<file path="src/rtl/pc_fetch_unit.sv">
// Program-counter register and two-phase fetch/execute sequencer.
// Drives PC to the external +4 adder and selects the next PC among sequential, branch and jump targets.
module pc_fetch_unit #(
    parameter int                    DATA_WIDTH   = 32,
    parameter logic [DATA_WIDTH-1:0] RESET_VECTOR = '0
) (
    input  logic                  CLK,
    input  logic                  RST,
    input  logic [DATA_WIDTH-1:0] PC_PLUS4_IN,
    input  logic                  BRANCH_TAKEN,
    input  logic [DATA_WIDTH-1:0] BRANCH_TARGET,
    input  logic                  JUMP,
    input  logic [DATA_WIDTH-1:0] JUMP_TARGET,
    input  logic                  STALL,
    input  logic                  IMEM_READY,
    input  logic [DATA_WIDTH-1:0] IMEM_RDATA,
    output logic [DATA_WIDTH-1:0] PC,
    output logic                  IMEM_REQ,
    output logic [DATA_WIDTH-1:0] IMEM_ADDR,
    output logic [DATA_WIDTH-1:0] INSTR,
    output logic                  INSTR_VALID,
    output logic                  MISALIGNED,
    output logic [DATA_WIDTH-1:0] INSTR_COUNT
);

    typedef enum logic [1:0] {
        S_BOOT  = 2'd0,
        S_FETCH = 2'd1,
        S_EXEC  = 2'd2
    } state_t;

    localparam logic [DATA_WIDTH-1:0] ONE = {{(DATA_WIDTH-1){1'b0}}, 1'b1};

    state_t                r_state;
    logic [DATA_WIDTH-1:0] r_pc;
    logic [DATA_WIDTH-1:0] r_instr;
    logic [DATA_WIDTH-1:0] r_count;
    logic                  r_valid;
    logic                  r_mis;

    logic                  w_redirect;
    logic [DATA_WIDTH-1:0] w_target;
    logic [DATA_WIDTH-1:0] w_next_pc;
    logic                  w_target_mis;

    // Jump outranks branch; only a redirect target is checked for alignment.
    always_comb begin
        w_redirect   = JUMP | BRANCH_TAKEN;
        w_target     = PC_PLUS4_IN;
        if (JUMP) begin
            w_target = JUMP_TARGET;
        end else if (BRANCH_TAKEN) begin
            w_target = BRANCH_TARGET;
        end
        w_next_pc    = {w_target[DATA_WIDTH-1:2], 2'b00};
        w_target_mis = w_redirect && (w_target[1:0] != 2'b00);
    end

    always_ff @(posedge CLK or posedge RST) begin
        if (RST) begin
            r_state <= S_BOOT;
            r_pc    <= RESET_VECTOR;
            r_instr <= '0;
            r_valid <= 1'b0;
            r_mis   <= 1'b0;
            r_count <= '0;
        end else begin
            case (r_state)
                S_BOOT: begin
                    r_state <= S_FETCH;
                end
                S_FETCH: begin
                    if (IMEM_READY) begin
                        r_instr <= IMEM_RDATA;
                        r_valid <= 1'b1;
                        r_state <= S_EXEC;
                    end
                end
                S_EXEC: begin
                    // A stalled instruction holds everything, including the redirect decision.
                    if (!STALL) begin
                        r_pc    <= w_next_pc;
                        r_valid <= 1'b0;
                        r_count <= r_count + ONE;
                        if (w_target_mis) begin
                            r_mis <= 1'b1;
                        end
                        r_state <= S_FETCH;
                    end
                end
                default: begin
                    r_valid <= 1'b0;
                    r_state <= S_BOOT;
                end
            endcase
        end
    end

    assign PC          = r_pc;
    assign IMEM_REQ    = (r_state == S_FETCH);
    assign IMEM_ADDR   = r_pc;
    assign INSTR       = r_instr;
    assign INSTR_VALID = r_valid;
    assign MISALIGNED  = r_mis;
    assign INSTR_COUNT = r_count;

endmodule

</file>
<file path="config.mk">
export PLATFORM = sky130hd
export DESIGN_NAME = pc_fetch_unit
export DESIGN_NICKNAME = d
export VERILOG_FILES = /design/src/rtl/pc_fetch_unit.sv
export SDC_FILE = /design/constraint.sdc
export NUM_CORES = 1
export LEC_CHECK = 0
export BUFFER_PORTS_ARGS = -buffer_cell sky130_fd_sc_hd__buf_4
export CORE_MARGIN = 1.5
export CORE_UTILIZATION = 48
export DETAILED_ROUTE_END_ITERATION = 6
export PLACE_DENSITY = 0.95
export SYNTH_ARGS = -nofsm -noshare
export SYNTH_HDL_FRONTEND = slang
export SYNTH_SLANG_ARGS = --single-unit
</file>
<file path="constraint.sdc">
create_clock -name CLK -period 4.4 [get_ports CLK]
set_clock_uncertainty 0.05 [all_clocks]
set_input_delay 0.44 -clock CLK [delete_from_list [all_inputs] [get_ports CLK]]
set_output_delay 0.44 -clock CLK [all_outputs]
set_load 0.03 [all_outputs]
</file>
### Yosys cells after proc, flatten, opt, wreduce, memory -nomap -nowiden

Index checks and enable logic that the tools add are counted.

| cells by class | value |
|---|---|
| bitwise gates (word level) | 3 |
| equality and inequality tests | 4 |
| add/sub/neg operators | 1 |
| multiplexer cells | 8 |
| reductions and logical operators | 8 |

Operators by type and width:

| cell | count |
|---|---|
| $mux 32 | 2 |
| $add 32x1->32 const B | 1 |
| $pmux 2 s3 | 1 |
| $reduce_and 2->1 | 3 |
| $reduce_and 3->1 | 2 |
| $mux 2 | 2 |
| $ne 2x2->1 const B | 2 |
| $pmux 1 s3 | 1 |
| $eq 2x1->1 const B | 1 |
| $eq 2x2->1 const B | 1 |
| $logic_not 2->1 | 1 |
| $mux 1 | 2 |
| $not 1->1 | 2 |
| $reduce_bool 2->1 | 1 |
| $logic_and 1x1->1 | 1 |
| $or 1x1->1 | 1 |

| storage, ports and cells | value |
|---|---|
| logic and storage cells | 30 |
| register bits | 98 |
| output and inout port bits | 131 |

### Longest topological paths before layout

Gate-level depths: netlist of the first run.

| depth | value |
|---|---|
| word-level depth | 5 |
| mapped depth | 6 |
| depth with buffers taken out | 6 |

### Least setup slack after synthesis of the first run

No wires, ideal clock.

| path | value |
|---|---|
| kind | flip-flop to flip-flop |
| start | register r_count[0], in the netlist INSTR_COUNT[0] |
| end | register r_count[28], in the netlist INSTR_COUNT[28] |
| setup slack | 2.389 ns |
| library setup time | 0.134 ns |
| period minus slack after synthesis | 2.011 ns |
| path buffers | 0 |
| data arrival time | 1.827 ns |
| cell stages (with the launch flop) | 7 |
| path through | dfrtp_1 -> ha_1 -> inv_1 -> nor3_1 -> and4_1 -> nand3_1 -> xnor2_1 |

| on the way | value |
|---|---|
| word-level cells in the longest chain between the ends | 1 |

RTL lines:

| item | line | text |
|---|---|---|
| start: declaration | 37 | `logic [DATA_WIDTH-1:0] r_count;` |
| start signal: assignment | 84 | `r_count <= r_count + ONE;` |
| $add 32x1->32 | 84 |  |

No other way between the ends.
A chain may end at the register's enable or synchronous reset.

### Worst setup path after layout of the first run

| path | value |
|---|---|
| start | register r_state[0] |
| end | register r_count[28], in the netlist INSTR_COUNT[28] |

| on the way | value |
|---|---|
| word-level cells in the longest chain between the ends | 2 |

RTL lines:

| item | line | text |
|---|---|---|
| start: declaration | 34 | `state_t r_state;` |
| start signal: assignment | 61 | `r_state <= S_BOOT;` |
| start signal: assignment | 70 | `r_state <= S_FETCH;` |
| start signal: assignment | 76 | `r_state <= S_EXEC;` |
| $eq 2x2->1 | 68 | `case (r_state)` |
| $reduce_and 2->1 (no line) | - |  |

No other way between the ends.

==> results of run 1 <==
## routing by layer
layer	up-vias	global-route usage, %
met1	1896	28.0
met4	0	9.27
met2	183	43.3
met3	21	5.54
met5	-	0
li1	1899	-
## sequential cells by signal (all words and copies together), names as in the netlist
register     flops
IMEM_ADDR       30
INSTR           32
INSTR_COUNT     32
INSTR_VALID      1
MISALIGNED       1
r_state          2
## layout by cell type, fill, tap and decap left out, drive strengths merged, types with 2 or more instances in the layout
cell	synthesis	layout
clkinv	0	2
conb	1	4
o21ai	33	33
and4	5	5
nor3	5	5
clkbuf	16	9
nand3	10	10
mux2	32	32
xor2	14	14
nor2	37	37
and3	4	4
nand2	50	50
nor4	2	2
dfrtp	98	98
a21oi	31	31
buf	40	259
bufinv	0	3
mux2i	31	31
and2	3	3
xnor2	17	17
inv	2	3
nand4	6	6
## layout make-up
type,instances,area (um^2),area share (%)
flip-flops and latches,98,2450,36.6
repair buffers,259,1940,29.0
multi-input cells,291,1900,28.3
well taps,129,161,2.41
clock buffers,9,124,1.85
clock inverters,6,115,1.72
inverters,2,10.0,0.149
## power by group through the flow
stage                     clock network [mW]  registers, mW  logic [mW]
after floorplan                            0           2.00       0.878
after global placement                     0           1.43        2.13
after detailed placement                   0           1.46        2.18
after CTS                              0.707           1.44        2.18
after global routing                   0.739           1.48        2.27
final                                  0.686           1.44        2.15
## metrics by stage
stage          cells  power [mW]  area, um^2  hold slack, ns  utilization [%]
4_1_cts          794        4.33        6710           0.163             71.5
3_5_place_dp     779        3.64        6470           0.395             69.0
2_1_floorplan    447        2.88        4700           0.451                -
6_report         794        4.28        6710           0.143             71.6
5_1_grt          794        4.49        6710           0.188             71.6
3_3_place_gp     779        3.57        6470           0.398             69.0
## worst paths after layout
| path | start | end | slack (ns) |
|---|---|---|---|
| setup reg to reg | r_state[0]$_DFFE_PP0P_ | INSTR_COUNT[28]$_DFFE_PP0P_ | 1.74 |
| max in group asynchronous | RST | INSTR[10]$_DFFE_PP0P_ | 3.15 |
| hold reg to reg | MISALIGNED$_DFFE_PP0P_ | MISALIGNED$_DFFE_PP0P_ | 0.41 |
| min in group CLK | IMEM_RDATA[14] | INSTR[14]$_DFFE_PP0P_ | 0.26 |
| hold / removal | RST | INSTR[21]$_DFFE_PP0P_ | 0.14 |
| setup / recovery | r_state[0]$_DFFE_PP0P_ | INSTR_COUNT[28]$_DFFE_PP0P_ | 1.74 |
## kinds of logic (layout without fill, tap and decap cells)
logic type      count (synthesis)  after routing  share of synthesized area (%)
other cells                     1              4                         0.0799
simple gates                  126            126                           12.7
flops                          98             98                           52.3
compound gates                 66             66                           7.12
buf+inv                        58            276                           7.52
fa+ha+maj                       1              1                          0.267
mux                            63             63                           14.3
xor+xnor                       31             31                           5.79
## critical path, cell delays in order, from the launching register on
cell and delay (ns):
dfrtp_1 0.44, or3b_4 0.67, nor3_1 0.67, and4_1 0.40, nand3_1 0.13, xnor2_1 0.15
==> metrics.md, run 1 <==
| Metric | Value |
|---|---|
| Nets | `796` |
| Asr flop ratio synth | `100%` |
| TritonRoute pass-1 iters | `4` |
| Worst endpoint required time | `4.59 ns` |
| Initial Util | `50.1%` |
| Post-synth top cells | `dfrtp_1 (98), nand2_1 (49), nor2_1 (37)` |
| Status | `finished clean` |
| Crit path max fanout | `66` |
| Maxcap violations | `0` |
| Final Wtd Congestion | `0.867` |
| Period minus WS final | `2.66 ns` |
| Post-synth cell types | `31` |
| Most common cell in the netlist | `dfrtp_1` |
| Post-CTS setup buffer count | `0` |
| CTS buffer count | `9` |
| Synth top area share | `52.3%` |
| Arrival @ worst endpoint | `2.85 ns` |
| Vias in the first global route | `3,912` |
| Crit share post-route | `60.5%` |
| Switch share | `43.3%` |
| Worst-margin pin slew | `0.746 ns` |
| Nature of the critical path startpoint | `flop` |
| Top cells by area, synth | `dfrtp_1 (52%), mux2_2 (7.7%), mux2i_1 (6.6%)` |
| Critical path type | `flop to flop` |
| Yosys top cell by area | `dfrtp_1` |
| Yosys reg bits | `98` |
| Initial antenna violation count | `0` |
| Die height | `102 um` |
| Detailed-route DRC error count | `0` |
| Clock transition at path regs | `0.10 ns` |
| Ports | `265` |
| P_leak | `3.49 nW` |
| Iter 0 DRT Violations | `152` |
| Post-synth EDFFs | `0` |
| Gate Count Post-Synth | `444` |
| Fmax | `375 MHz` |
| Hold Buf Count CTS | `0` |
| Slew HR | `50.1%` |
| Port bufs | `258` |
| Die footprint | `10,400 um^2` |
| H-tree depth | `3` |
| CTS Buffer Depth | `2` |
| Fraction of layout cells with a size suffix above 1 | `46.9%` |
| Clk sinks | `98` |
| Antenna Nets Post-Route | `0` |
| Largest net degree at the start of global routing | `67` |
| Ys Warns | `0` |
| Total track usage | `24.1%` |
| Worst reg-to-reg path cell count | `5` |
| Hold Fails Final Rpt | `0` |
| Slew Limit Fails | `0` |
| Clock root cell | `clkbuf_8` |
| Hold WC Path Type | `input port to async pin` |
| Peak VDD IR | `403 uV` |
| Global route total overflow | `0` |
| Core footprint | `9370 um^2` |
| Vias per Instance | `5.04` |
| Via count | `3,999` |
| Clock power share | `16.0%` |
| Wire length per cell | `15.8 um` |
| Area growth syn-to-layout | `43.0%` |
| Drt total wl | `12,600 um` |
| Diode count | `0` |
| Synthesized area | `4690 um^2` |
| PD cells | `639 nW/um^2` |
| Dpl hpwl | `9870 um` |
| Dpl ws | `1.69 ns` |
| Routed met3 length | `879 um` |
| Core Rows | `35` |
| CP Capture Type | `flop` |
| Main synth FF type | `dfrtp_1` |
| TNS Setup | `0 ns` |
| Final setup fails | `0` |
| RSZ-0062 raised after global routing | `no` |
| Top Metal Used | `met4` |
| Cts repair resizes | `0` |
| First-pass GRT wire length | `19,200 um` |
| Reg power frac | `33.7%` |
| Switching pwr | `1.85 mW` |
| Part of the Yosys area used for sequential elements | `52.3%` |
| PnR worst setup slack | `1.74 ns` |
| CTS tree | `built` |
| Die W | `102 um` |
| Worst-skew pair later-pin latency | `0.35 ns` |
| Fillcell total | `681` |
| Avg Cell Area, Syn | `10.6 um^2` |
| Wire length on met1 | `4670 um` |
| Combinational Power Share | `50.3%` |
| Int Power | `2.43 mW` |
| DR WL met2 | `6740 um` |
Power figures use the tool's default switching activity.
==> run 2: changes to the inputs <==
- CORE_UTILIZATION: 48 -> 45
- PLACE_DENSITY: 0.95 -> 0.92
- clock period: 4.4 -> 2.8 ns (I/O delays scaled with it)
==> run 2 against run 1 <==
  * First-iteration DRC count grew 5.3%
  * Power grew 53%
  * Register-to-register slack worse by 1.0 ns
  * Sequential power increased by 58%
  * Highest routed layer unchanged
==> metrics.md, run 2 (synthesized netlist as in run 1, its figures left out) <==
| Metric | Value |
|---|---|
| P_leak | `3.48 nW (-0.27%)` |
| Reg2reg end | `INSTR_COUNT[12]$_DFFE_PP0P_` |
| Hold_ws | `0.00841 ns (-0.134 ns)` |
| Diode count | `0 (unchanged)` |
| CTS Buffer Depth | `2 (unchanged)` |
| Largest net degree at the start of global routing | `99 (+48%)` |
| Final Cell Area | `6710 um^2 (about the same)` |
| Total track usage | `22.1% (-2.0 points)` |
| Worst-margin pin slew | `0.609 ns (-0.137 ns)` |
| Slew Limit Fails | `0 (unchanged)` |
| Nets | `799 (+0.38%)` |
| Int Power | `3.58 mW (+47%)` |
| Area growth syn-to-layout | `42.9% (about the same)` |
| Top Metal Used | `met4` |
| Crit path to | `INSTR_COUNT[12]$_DFFE_PP0P_` |
| Clk sinks | `98 (unchanged)` |
| Cell repeated most along the worst path | `nor2_1` |
| Die height | `105 um (+3.2%)` |
| Switch share | `45.4% (+2.1 points)` |
| Ports | `265 (unchanged)` |
| Vias per Instance | `4.92 (-2.4%)` |
| PD cells | `977 nW/um^2 (+53%)` |
| Wire length on met1 | `4930 um (+5.6%)` |
| Antenna Nets Post-Route | `0 (unchanged)` |
| TNS Setup | `0 ns (unchanged)` |
| Fillcell total | `774 (+14%)` |
| Multi-input gate area | `1900 um^2 (-0.13%)` |
| CTS buffer count | `9 (unchanged)` |
| Reg power frac | `34.7% (+1.0 points)` |
| CP peak stage delay | `0.46 ns (-0.21 ns)` |
| Crit share post-route | `74.4% (+14 points)` |
| CP Depth | `6 (+1)` |
| Via count | `3,958 (-1.0%)` |
| Final setup fails | `0 (unchanged)` |
| CP Capture Type | `flop` |
| Hold Fails Final Rpt | `0 (unchanged)` |
| Most frequent cells in the layout | `buf_4 (261), dfrtp_1 (98), nand2_1 (49)` |
| Period minus WS final | `2.08 ns (-0.579 ns)` |
| Fraction of layout cells with a size suffix above 1 | `47.1% (+0.17 points)` |
| CTS tree | `built` |
| Die footprint | `11,000 um^2 (+6.5%)` |
| Maxcap violations | `0 (unchanged)` |
| Nature of the critical path startpoint | `flop` |
| Slowest library cell on the worst path | `or3b_4` |
| Core Rows | `37 (+5.7%)` |
| Port bufs | `258 (unchanged)` |
| Worst R2R Setup Slack | `0.72 ns (-1.02 ns)` |
| Final Wtd Congestion | `0.848 (-2.2%)` |
| Routed met3 length | `801 um (-8.9%)` |
| Switching pwr | `2.97 mW (+60%)` |
| Detailed-route DRC error count | `0 (unchanged)` |
| Clock transition at path regs | `0.11 ns (about the same)` |
| TritonRoute pass-1 iters | `4 (unchanged)` |
| Post-CTS setup buffer count | `0 (unchanged)` |
| Commonest non-fill, non-tap cell in the layout | `buf_4` |
| Hold Buf Count CTS | `0 (unchanged)` |
| Initial Util | `45.9% (-4.2 points)` |
| CP Cell Sequence | `or3b_4 -> buf_4 -> nor2_1 -> nand3_1 -> nor2_1 -> xor2_1` |
| Slew HR | `59.3% (+9.2 points)` |
| Die W | `105 um (+3.2%)` |
| Status | `finished clean` |
| Hold WC Path Type | `input port to async pin` |
| Combinational Power Share | `51.8% (+1.5 points)` |
| Initial antenna violation count | `0 (unchanged)` |
| Worst-skew pair later-pin latency | `0.36 ns (about the same)` |
| Core footprint | `10,200 um^2 (+9.2%)` |
| H-tree depth | `3 (unchanged)` |
| Crit path max fanout | `63 (-4.5%)` |
| Iter 0 DRT Violations | `160 (+5.3%)` |
| Cts repair resizes | `0 (unchanged)` |
| Critical path type | `flop to flop` |
| R2R Path Start | `r_state[0]$_DFFE_PP0P_` |
| First-pass GRT wire length | `19,100 um (-0.32%)` |
| CP bufs+invs | `1 (+1)` |
| Final Util | `65.5% (-6.0 points)` |
| Cell family with most CP delay | `simple AND/OR/NAND/NOR gates` |
| Global route total overflow | `0 (unchanged)` |
| Sequential Area | `2450 um^2 (unchanged)` |
| Dpl hpwl | `9460 um (-4.2%)` |
| Drt total wl | `12,300 um (-2.3%)` |
| Clock root cell | `clkbuf_8` |
| Worst reg-to-reg path cell count | `6 (+1)` |
| RSZ-0062 raised after global routing | `no` |
| DR WL met2 | `6330 um (-6.2%)` |
| CP startpoint | `r_state[0]$_DFFE_PP0P_` |
| Fmax | `480 MHz (+28%)` |
| Peak VDD IR | `565 uV (+40%)` |
| Vias in the first global route | `3,800 (-2.9%)` |
| Wire length per cell | `15.2 um (-3.6%)` |
| Clock power share | `13.6% (-2.4 points)` |
| Worst endpoint required time | `3.03 ns (-1.56 ns)` |
| Placed instance area | `6510 um^2 (+0.70%)` |
| Arrival @ worst endpoint | `2.31 ns (-0.54 ns)` |
run 2: cell count changes in the layout (fill, tap and decap cells not counted), sizes merged:
cell,change
buf,+3
bufinv,-3
clkinv,+1
clkinvlp,+2
inv,+1
run 2: power by group through the flow:
stage | sequential [mW] | clock, mW | combinational [mW]
after floorplan | 3.14 | 0 | 1.38
after global placement | 2.24 | 0 | 3.34
after detailed placement | 2.29 | 0 | 3.42
after CTS | 2.27 | 0.917 | 3.42
after global routing | 2.33 | 0.978 | 3.56
final | 2.27 | 0.889 | 3.39
run 2: worst min path at each step:
stage | from | to | slack [ns] | cells after the start
4_1_cts | RST | INSTR[14]$_DFFE_PP0P_ | 0.02 | 3
2_1_floorplan | STALL | INSTR_VALID$_DFFE_PP0P_ | 0.38 | 2
3_5_place_dp | MISALIGNED$_DFFE_PP0P_ | MISALIGNED$_DFFE_PP0P_ | 0.40 | 1
3_3_place_gp | MISALIGNED$_DFFE_PP0P_ | MISALIGNED$_DFFE_PP0P_ | 0.39 | 1
6_report | RST | INSTR[14]$_DFFE_PP0P_ | 0.008 | 3
5_1_grt | RST | INSTR_COUNT[25]$_DFFE_PP0P_ | 0.04 | 3
run 2: metrics by stage:
stage          power (mW)  cells  setup WS, ns
2_1_floorplan        4.52    447         0.789
3_3_place_gp         5.59    789         0.870
3_5_place_dp         5.71    789         0.721
4_1_cts              6.61    805         0.690
5_1_grt              6.87    805         0.567
6_report             6.55    805         0.716
run 2: worst register-to-register path, stage by stage, from the launching register on:
cell and delay [ns]:
dfrtp_1 0.45, or3b_4 0.46, buf_4 0.30, nor2_1 0.25, nand3_1 0.12, nor2_1 0.18, xor2_1 0.18
run 2: per-layer routing:
layer | track usage (%) | vias to the layer above
met1 | 27.4 | 1858
met5 | 0 | -
met3 | 5.74 | 19
li1 | - | 1908
met2 | 37.1 | 173
met4 | 7.83 | 0
run 2: cell type report:
type	instances	area share (%)
tap	136	2.54
multi-input combinational	291	28.3
timing repair buffer	262	29.5
sequential	98	36.6
clock inverter	7	1.06
clock buffer	9	1.85
inverter	2	0.168
